File: src/rtl/riscv_pkg.sv
// riscv_pkg: writeback-select, load funct3 and opcode encodings plus the writeback FSM state type
package riscv_pkg;
  localparam logic [1:0] WB_ALU = 2'b00;
  localparam logic [1:0] WB_MEM = 2'b01;
  localparam logic [1:0] WB_PC4 = 2'b10;
  localparam logic [2:0] F3_LB  = 3'b000;
  localparam logic [2:0] F3_LH  = 3'b001;
  localparam logic [2:0] F3_LW  = 3'b010;
  localparam logic [2:0] F3_LBU = 3'b100;
  localparam logic [2:0] F3_LHU = 3'b101;
  localparam logic [6:0] OP_LOAD   = 7'b0000011;
  localparam logic [6:0] OP_STORE  = 7'b0100011;
  localparam logic [6:0] OP_OPIMM  = 7'b0010011;
  localparam logic [6:0] OP_OP     = 7'b0110011;
  localparam logic [6:0] OP_LUI    = 7'b0110111;
  localparam logic [6:0] OP_AUIPC  = 7'b0010111;
  localparam logic [6:0] OP_JAL    = 7'b1101111;
  localparam logic [6:0] OP_JALR   = 7'b1100111;
  localparam logic [6:0] OP_BRANCH = 7'b1100011;
  typedef enum logic [1:0] {IDLE, WAIT_LOAD, DRAIN} wb_state_e;
  function automatic logic load_misaligned(input logic [2:0] f3, input logic [1:0] a);
    return ((f3 == F3_LH || f3 == F3_LHU) && a[0]) || (f3 == F3_LW && a != 2'b00);
  endfunction
endpackage

File: src/rtl/load_align.sv
// load_align: selects the addressed byte/halfword of a load word and sign- or zero-extends it
module load_align
  import riscv_pkg::*;
(
  input  logic [2:0]  funct3,
  input  logic [1:0]  lane,
  input  logic [31:0] rdata,
  output logic [31:0] data
);
  logic [7:0]  b;
  logic [15:0] h;
  always_comb begin
    b = lane == 2'd0 ? rdata[7:0] : lane == 2'd1 ? rdata[15:8] : lane == 2'd2 ? rdata[23:16] : rdata[31:24];
    h = lane[1] ? rdata[31:16] : rdata[15:0];
    data = funct3 == F3_LB  ? {{24{b[7]}}, b} :
           funct3 == F3_LBU ? {24'd0, b} :
           funct3 == F3_LH  ? {{16{h[15]}}, h} :
           funct3 == F3_LHU ? {16'd0, h} : rdata;
  end
endmodule

File: src/rtl/wb_stage.sv
// wb_stage: writeback stage committing ALU/PC4 results and aligned load data, with load wait, flush drain and misaligned detection
module wb_stage
  import riscv_pkg::*;
(
  input  logic        i_clk,
  input  logic        i_rst_n,
  input  logic        i_valid,
  input  logic        i_reg_write,
  input  logic [4:0]  i_rd,
  input  logic [1:0]  i_wb_sel,
  input  logic [2:0]  i_funct3,
  input  logic [31:0] i_alu_result,
  input  logic [31:0] i_pc_plus4,
  input  logic        i_flush,
  input  logic        i_dmem_rvalid,
  input  logic [31:0] i_dmem_rdata,
  output logic        o_stall,
  output logic        o_wb_reg_write,
  output logic [4:0]  o_wb_rd,
  output logic [31:0] o_wb_data,
  output logic        o_misaligned
);
  wb_state_e   state_q, state_d;
  logic        ld_we_q, ld_we_d, pend_q, pend_d, we_q, we_d, mis_q, mis_d;
  logic [4:0]  ld_rd_q, ld_rd_d, pend_rd_q, pend_rd_d, rd_q, rd_d;
  logic [2:0]  ld_f3_q, ld_f3_d;
  logic [1:0]  ld_lane_q, ld_lane_d;
  logic [31:0] pend_data_q, pend_data_d, data_q, data_d, ld_data, nl_data;
  logic        accept, new_we;
  load_align u_align (.funct3(ld_f3_q), .lane(ld_lane_q), .rdata(i_dmem_rdata), .data(ld_data));
  always_comb begin
    state_d = state_q;
    ld_we_d = ld_we_q;
    ld_rd_d = ld_rd_q;
    ld_f3_d = ld_f3_q;
    ld_lane_d = ld_lane_q;
    pend_d = pend_q;
    pend_rd_d = pend_rd_q;
    pend_data_d = pend_data_q;
    we_d = 1'b0;
    rd_d = rd_q;
    data_d = data_q;
    mis_d = 1'b0;
    o_stall = state_q == IDLE ? pend_q : !i_dmem_rvalid;
    accept = i_valid && !o_stall && !i_flush;
    new_we = i_reg_write && i_rd != 5'd0;
    nl_data = i_wb_sel == WB_PC4 ? i_pc_plus4 : i_alu_result;
    if (state_q == IDLE && pend_q) begin
      pend_d = 1'b0;
      if (!i_flush) begin
        we_d = 1'b1;
        rd_d = pend_rd_q;
        data_d = pend_data_q;
      end
    end
    if (state_q != IDLE) begin
      if (i_dmem_rvalid) begin
        state_d = IDLE;
        if (state_q == WAIT_LOAD && !i_flush && ld_we_q) begin
          we_d = 1'b1;
          rd_d = ld_rd_q;
          data_d = ld_data;
        end
      end else if (i_flush) begin
        state_d = DRAIN;
      end
    end
    if (accept) begin
      if (i_wb_sel != WB_MEM) begin
        if (new_we && we_d) begin
          pend_d = 1'b1;
          pend_rd_d = i_rd;
          pend_data_d = nl_data;
        end else if (new_we) begin
          we_d = 1'b1;
          rd_d = i_rd;
          data_d = nl_data;
        end
      end else if (load_misaligned(i_funct3, i_alu_result[1:0])) begin
        mis_d = 1'b1;
      end else begin
        state_d = WAIT_LOAD;
        ld_we_d = new_we;
        ld_rd_d = i_rd;
        ld_f3_d = i_funct3;
        ld_lane_d = i_alu_result[1:0];
      end
    end
  end
  always_ff @(posedge i_clk or negedge i_rst_n) begin
    if (!i_rst_n) begin
      state_q <= IDLE;
      ld_we_q <= 1'b0;
      ld_rd_q <= '0;
      ld_f3_q <= '0;
      ld_lane_q <= '0;
      pend_q <= 1'b0;
      pend_rd_q <= '0;
      pend_data_q <= '0;
      we_q <= 1'b0;
      rd_q <= '0;
      data_q <= '0;
      mis_q <= 1'b0;
    end else begin
      state_q <= state_d;
      ld_we_q <= ld_we_d;
      ld_rd_q <= ld_rd_d;
      ld_f3_q <= ld_f3_d;
      ld_lane_q <= ld_lane_d;
      pend_q <= pend_d;
      pend_rd_q <= pend_rd_d;
      pend_data_q <= pend_data_d;
      we_q <= we_d;
      rd_q <= rd_d;
      data_q <= data_d;
      mis_q <= mis_d;
    end
  end
  assign o_wb_reg_write = we_q;
  assign o_wb_rd = rd_q;
  assign o_wb_data = data_q;
  assign o_misaligned = mis_q;
endmodule

File: config.mk
export PLATFORM = sky130hd
export DESIGN_NAME = wb_stage
export DESIGN_NICKNAME = d
export VERILOG_FILES = /design/src/rtl/riscv_pkg.sv /design/src/rtl/load_align.sv /design/src/rtl/wb_stage.sv
export SDC_FILE = /design/constraint.sdc
export NUM_CORES = 1
export LEC_CHECK = 0
export BUFFER_PORTS_ARGS = -buffer_cell sky130_fd_sc_hd__buf_4
export CORE_MARGIN = 4
export CORE_UTILIZATION = 48
export CTS_CLUSTER_SIZE = 40
export DETAILED_ROUTE_END_ITERATION = 8
export PLACE_DENSITY = 0.75
export SYNTH_ARGS = -nofsm -noshare
export SYNTH_HDL_FRONTEND = slang
export SYNTH_SLANG_ARGS = --single-unit
export TNS_END_PERCENT = 10
File: constraint.sdc
create_clock -name i_clk -period 1.89 [get_ports i_clk]
set_input_delay 0.0945 -clock i_clk [delete_from_list [all_inputs] [get_ports i_clk]]
set_output_delay 0.0945 -clock i_clk [all_outputs]
set_load 0.02 [all_outputs]
==> results.cfg <==
[yosys]
asyncSetResetFlopFracSynth = 1.00
synth.lib_cells_used.distinct = 45
synth_top_flop_cell = sky130_fd_sc_hd__dfrtp_1
number_of_enable_flip_flop_cells_after_synthesis = 0
mappedNetlistNets = 660
yosysMostFrequentCell = sky130_fd_sc_hd__dfrtp_1
synth_commonest_cells = sky130_fd_sc_hd__dfrtp_1 (90), sky130_fd_sc_hd__nand2_1 (79), sky130_fd_sc_hd__nor2_1 (69), sky130_fd_sc_hd__a21oi_1 (44), sky130_fd_sc_hd__mux2i_1 (42)
ys_ff_latch = 90
ys_top_cells_by_area = sky130_fd_sc_hd__dfrtp_1 (43%), sky130_fd_sc_hd__mux2i_1 (8.0%), sky130_fd_sc_hd__nand2_1 (5.6%)
mappedNetlistArea_sq_um = 5260
synth.top_cell.area_share = 0.428
synth_seq_area_share = 0.428
synthesis.instances = 548
yosys_warning_total = 0
cell_accounting_for_the_most_synthesized_area = sky130_fd_sc_hd__dfrtp_1
syn_avg_cell_area_sq_um = 9.60

[sta]
final_period_utilization = 1.07
number_of_hold_slack_violations_in_the_final_timing_report = 0
finalCriticalPeriod_ps = 2020
worstMarginPinSlew_ps = 442
setup_violations = 52
timing.clock.skew_ps = 7.72
number_of_max_slew_violations_in_the_final_report = 0
timing.fmax_mhz = 494
postLayoutSetupSlackWorst_ps = -132
unrepaired_setup_endpoints_after_global_routing = true
slew-limit-headroom = 0.697

[finish]
stdcell_area_sq_um = 7480
nNetsFinal = 848
antenna-diode-count = 0
final_util = 0.712
area.growth.synth_to_final_pct = 42.2
post_route_cells_drive_above_1_share = 0.410

[die]
initial_core_util = 0.500
die_width_um = 113
floorplan.die.height_um = 113
core_rows = 37
core-area_sq_um = 10500
full_die_area_sq_um = 12700
ios = 152

[setup_path]
timing.rr.end = pend_rd_q[2]
worst_r2r_startpoint = state_q[0]
timing.reg2reg.worst_path_depth = 4
worst-endpoint-arrival_ps = 2290
critical_path_class = reg -> reg
setup.worst_path.end_class = flop
timing.critical_path.required_ps = 2160
reg2reg_slack_ps = -130
worst-path-max-fanout = 6
worstSetupStartpointType = flop

[route]
dr.first_iter.drc_count = 415
detail_route.vias_per_cell = 6.03
drt_drc_violations_left = 0
drtPass1Iterations = 5
wl_per_cell_um = 19.8
vias = 5288
final_antenna_net_count = 0
drt-total-wl_um = 17400

[job]
number_of_max_capacitance_violations_reported = 0

[cts]
clockRootBuffer = sky130_fd_sc_hd__clkbuf_8
clock_tree_from_tritoncts = done
cts_max_path_buffers = 2
clk_pin_slew_worst_paths_ps = 90
cts.htree.levels = 3
numCtsBuffers = 9
clk-insertion-delay-late_ps = 370
clk_sink_count = 90

[status]
result_of_the_run = finished, violations left
failing_checks = negative setup slack

[global_route]
grt_pass1_wl_um = 25800
vias_in_the_first_global_route = 5201
grt_max_degree = 45
antenna_found_initial = 0
grtUsageTotal = 0.254
global_route_congestion_overflow_total = 0

[placed_design]
placed_area_sq_um = 6760
place_congestion = 0.954
dp.final_hpwl_um = 11700
numPortBuffers = 151

[power]
vdd.ir_drop.worst_v = 0.000514
leak_pwr_nw = 3.58
p_per_area_nw_per_um2 = 906

[hold_path]
worstHoldEndpoint = ld_lane_q[1]
holdPathStages = 2
worstHoldStart = i_alu_result[1]
hold_class = in -> reg
-- through the flow --
stage	std cells	hold slack [ps]	total power, mW	setup TNS, ps	setup slack (ps)
global route	877	10.2	7.12	-4100	-132
floorplan	548	-201	3.94	-2510	-89.9
detailed placement	835	13.5	4.97	-4030	-149
finish	877	10.0	6.77	-2340	-132
CTS	863	2.03	6.60	-1580	-78.8
global placement	835	8.86	4.89	-2270	-89.4
-- registers in the layout, summed over array words and instances, names as in the netlist --
register and count:
ld_rd_q 5, o_wb_data 32, o_misaligned 1, pend_rd_q 5
pend_data_q 32, ld_f3_q 3, state_q 2, o_wb_rd 5
o_wb_reg_write 1, pend_q 1, ld_lane_q 2, ld_we_q 1
-- how the worst max path moves through the flow --
stage	start	endpoint	slack, ps	depth (start not counted)
3_3_place_gp	state_q[0]	o_wb_data[14]	-90	6
3_5_place_dp	state_q[0]	o_wb_data[30]	-150	6
2_1_floorplan	state_q[0]	pend_rd_q[3]	-90	5
5_1_grt	state_q[0]	pend_rd_q[3]	-130	4
4_1_cts	state_q[1]	o_wb_data[8]	-80	7
6_report	state_q[0]	pend_rd_q[2]	-130	4
-- power by group --
part | total, mW | switching, mW | internal (mW)
clock network | 1.60 | 0.715 | 0.883
registers | 2.50 | 0.244 | 2.26
logic | 2.68 | 1.41 | 1.27
total | 6.77 | 2.37 | 4.41
-- cells in the final DEF (no fill, tap or decap), types with 7 or more instances in the layout --
| cell type | Yosys | final |
|---|---|---|
| sky130_fd_sc_hd__nor2_1 | 69 | 68 |
| sky130_fd_sc_hd__a22o_1 | 14 | 14 |
| sky130_fd_sc_hd__nand2_1 | 79 | 76 |
| sky130_fd_sc_hd__o22ai_1 | 9 | 7 |
| sky130_fd_sc_hd__dfrtp_1 | 90 | 88 |
| sky130_fd_sc_hd__mux2_2 | 15 | 13 |
| sky130_fd_sc_hd__buf_4 | 2 | 194 |
| sky130_fd_sc_hd__o211ai_2 | 16 | 15 |
| sky130_fd_sc_hd__o21ai_2 | 11 | 11 |
| sky130_fd_sc_hd__nand3_1 | 23 | 23 |
| sky130_fd_sc_hd__clkbuf_8 | 0 | 9 |
| sky130_fd_sc_hd__buf_12 | 0 | 8 |
| sky130_fd_sc_hd__mux2i_1 | 42 | 41 |
| sky130_fd_sc_hd__a221o_1 | 7 | 7 |
| sky130_fd_sc_hd__o21ai_1 | 18 | 20 |
| sky130_fd_sc_hd__a21oi_1 | 44 | 44 |
| sky130_fd_sc_hd__a221oi_1 | 14 | 9 |
| sky130_fd_sc_hd__mux4_2 | 7 | 7 |
| sky130_fd_sc_hd__dlygate4sd3_1 | 0 | 11 |
-- cell type report --
class                      count  area [sq um]
multi-input combinational    406          2910
clock inverter                 6           115
sequential                    90          2250
clock buffer                  10           128
fill                         772          3030
inverter                       6          22.5
tap                          136           170
timing repair buffer         223          1880
-- metal layers --
metal | track usage | routed length (um)
met1 | 0.335 | 6620
met2 | 0.407 | 8510
met3 | 0.0469 | 1640
met4 | 0.116 | 631
met5 | 0 | 0
-- what timing repair did --
action,CTS,global route
cloned,1,4
hold buffers,11,0
endpoints found under the hold margin,85,0
pin swaps,0,6
buffers inserted,0,11
setup endpoints to repair,57,74
resized for setup,7,39
-- logic make-up after synthesis --
logic type      after synthesis  share of synthesized area
compound gates              149                      0.214
simple gates                190                      0.157
flops                        90                      0.428
mux                          67                      0.148
buf+inv                      52                     0.0523
-- critical path: stages, from the launching register on --
cell and delay (ps):
sky130_fd_sc_hd__dfrtp_1 440, sky130_fd_sc_hd__or4b_4 600, sky130_fd_sc_hd__a211oi_4 330, sky130_fd_sc_hd__buf_4 210, sky130_fd_sc_hd__mux2_2 330
Power figures use the tool's default switching activity.
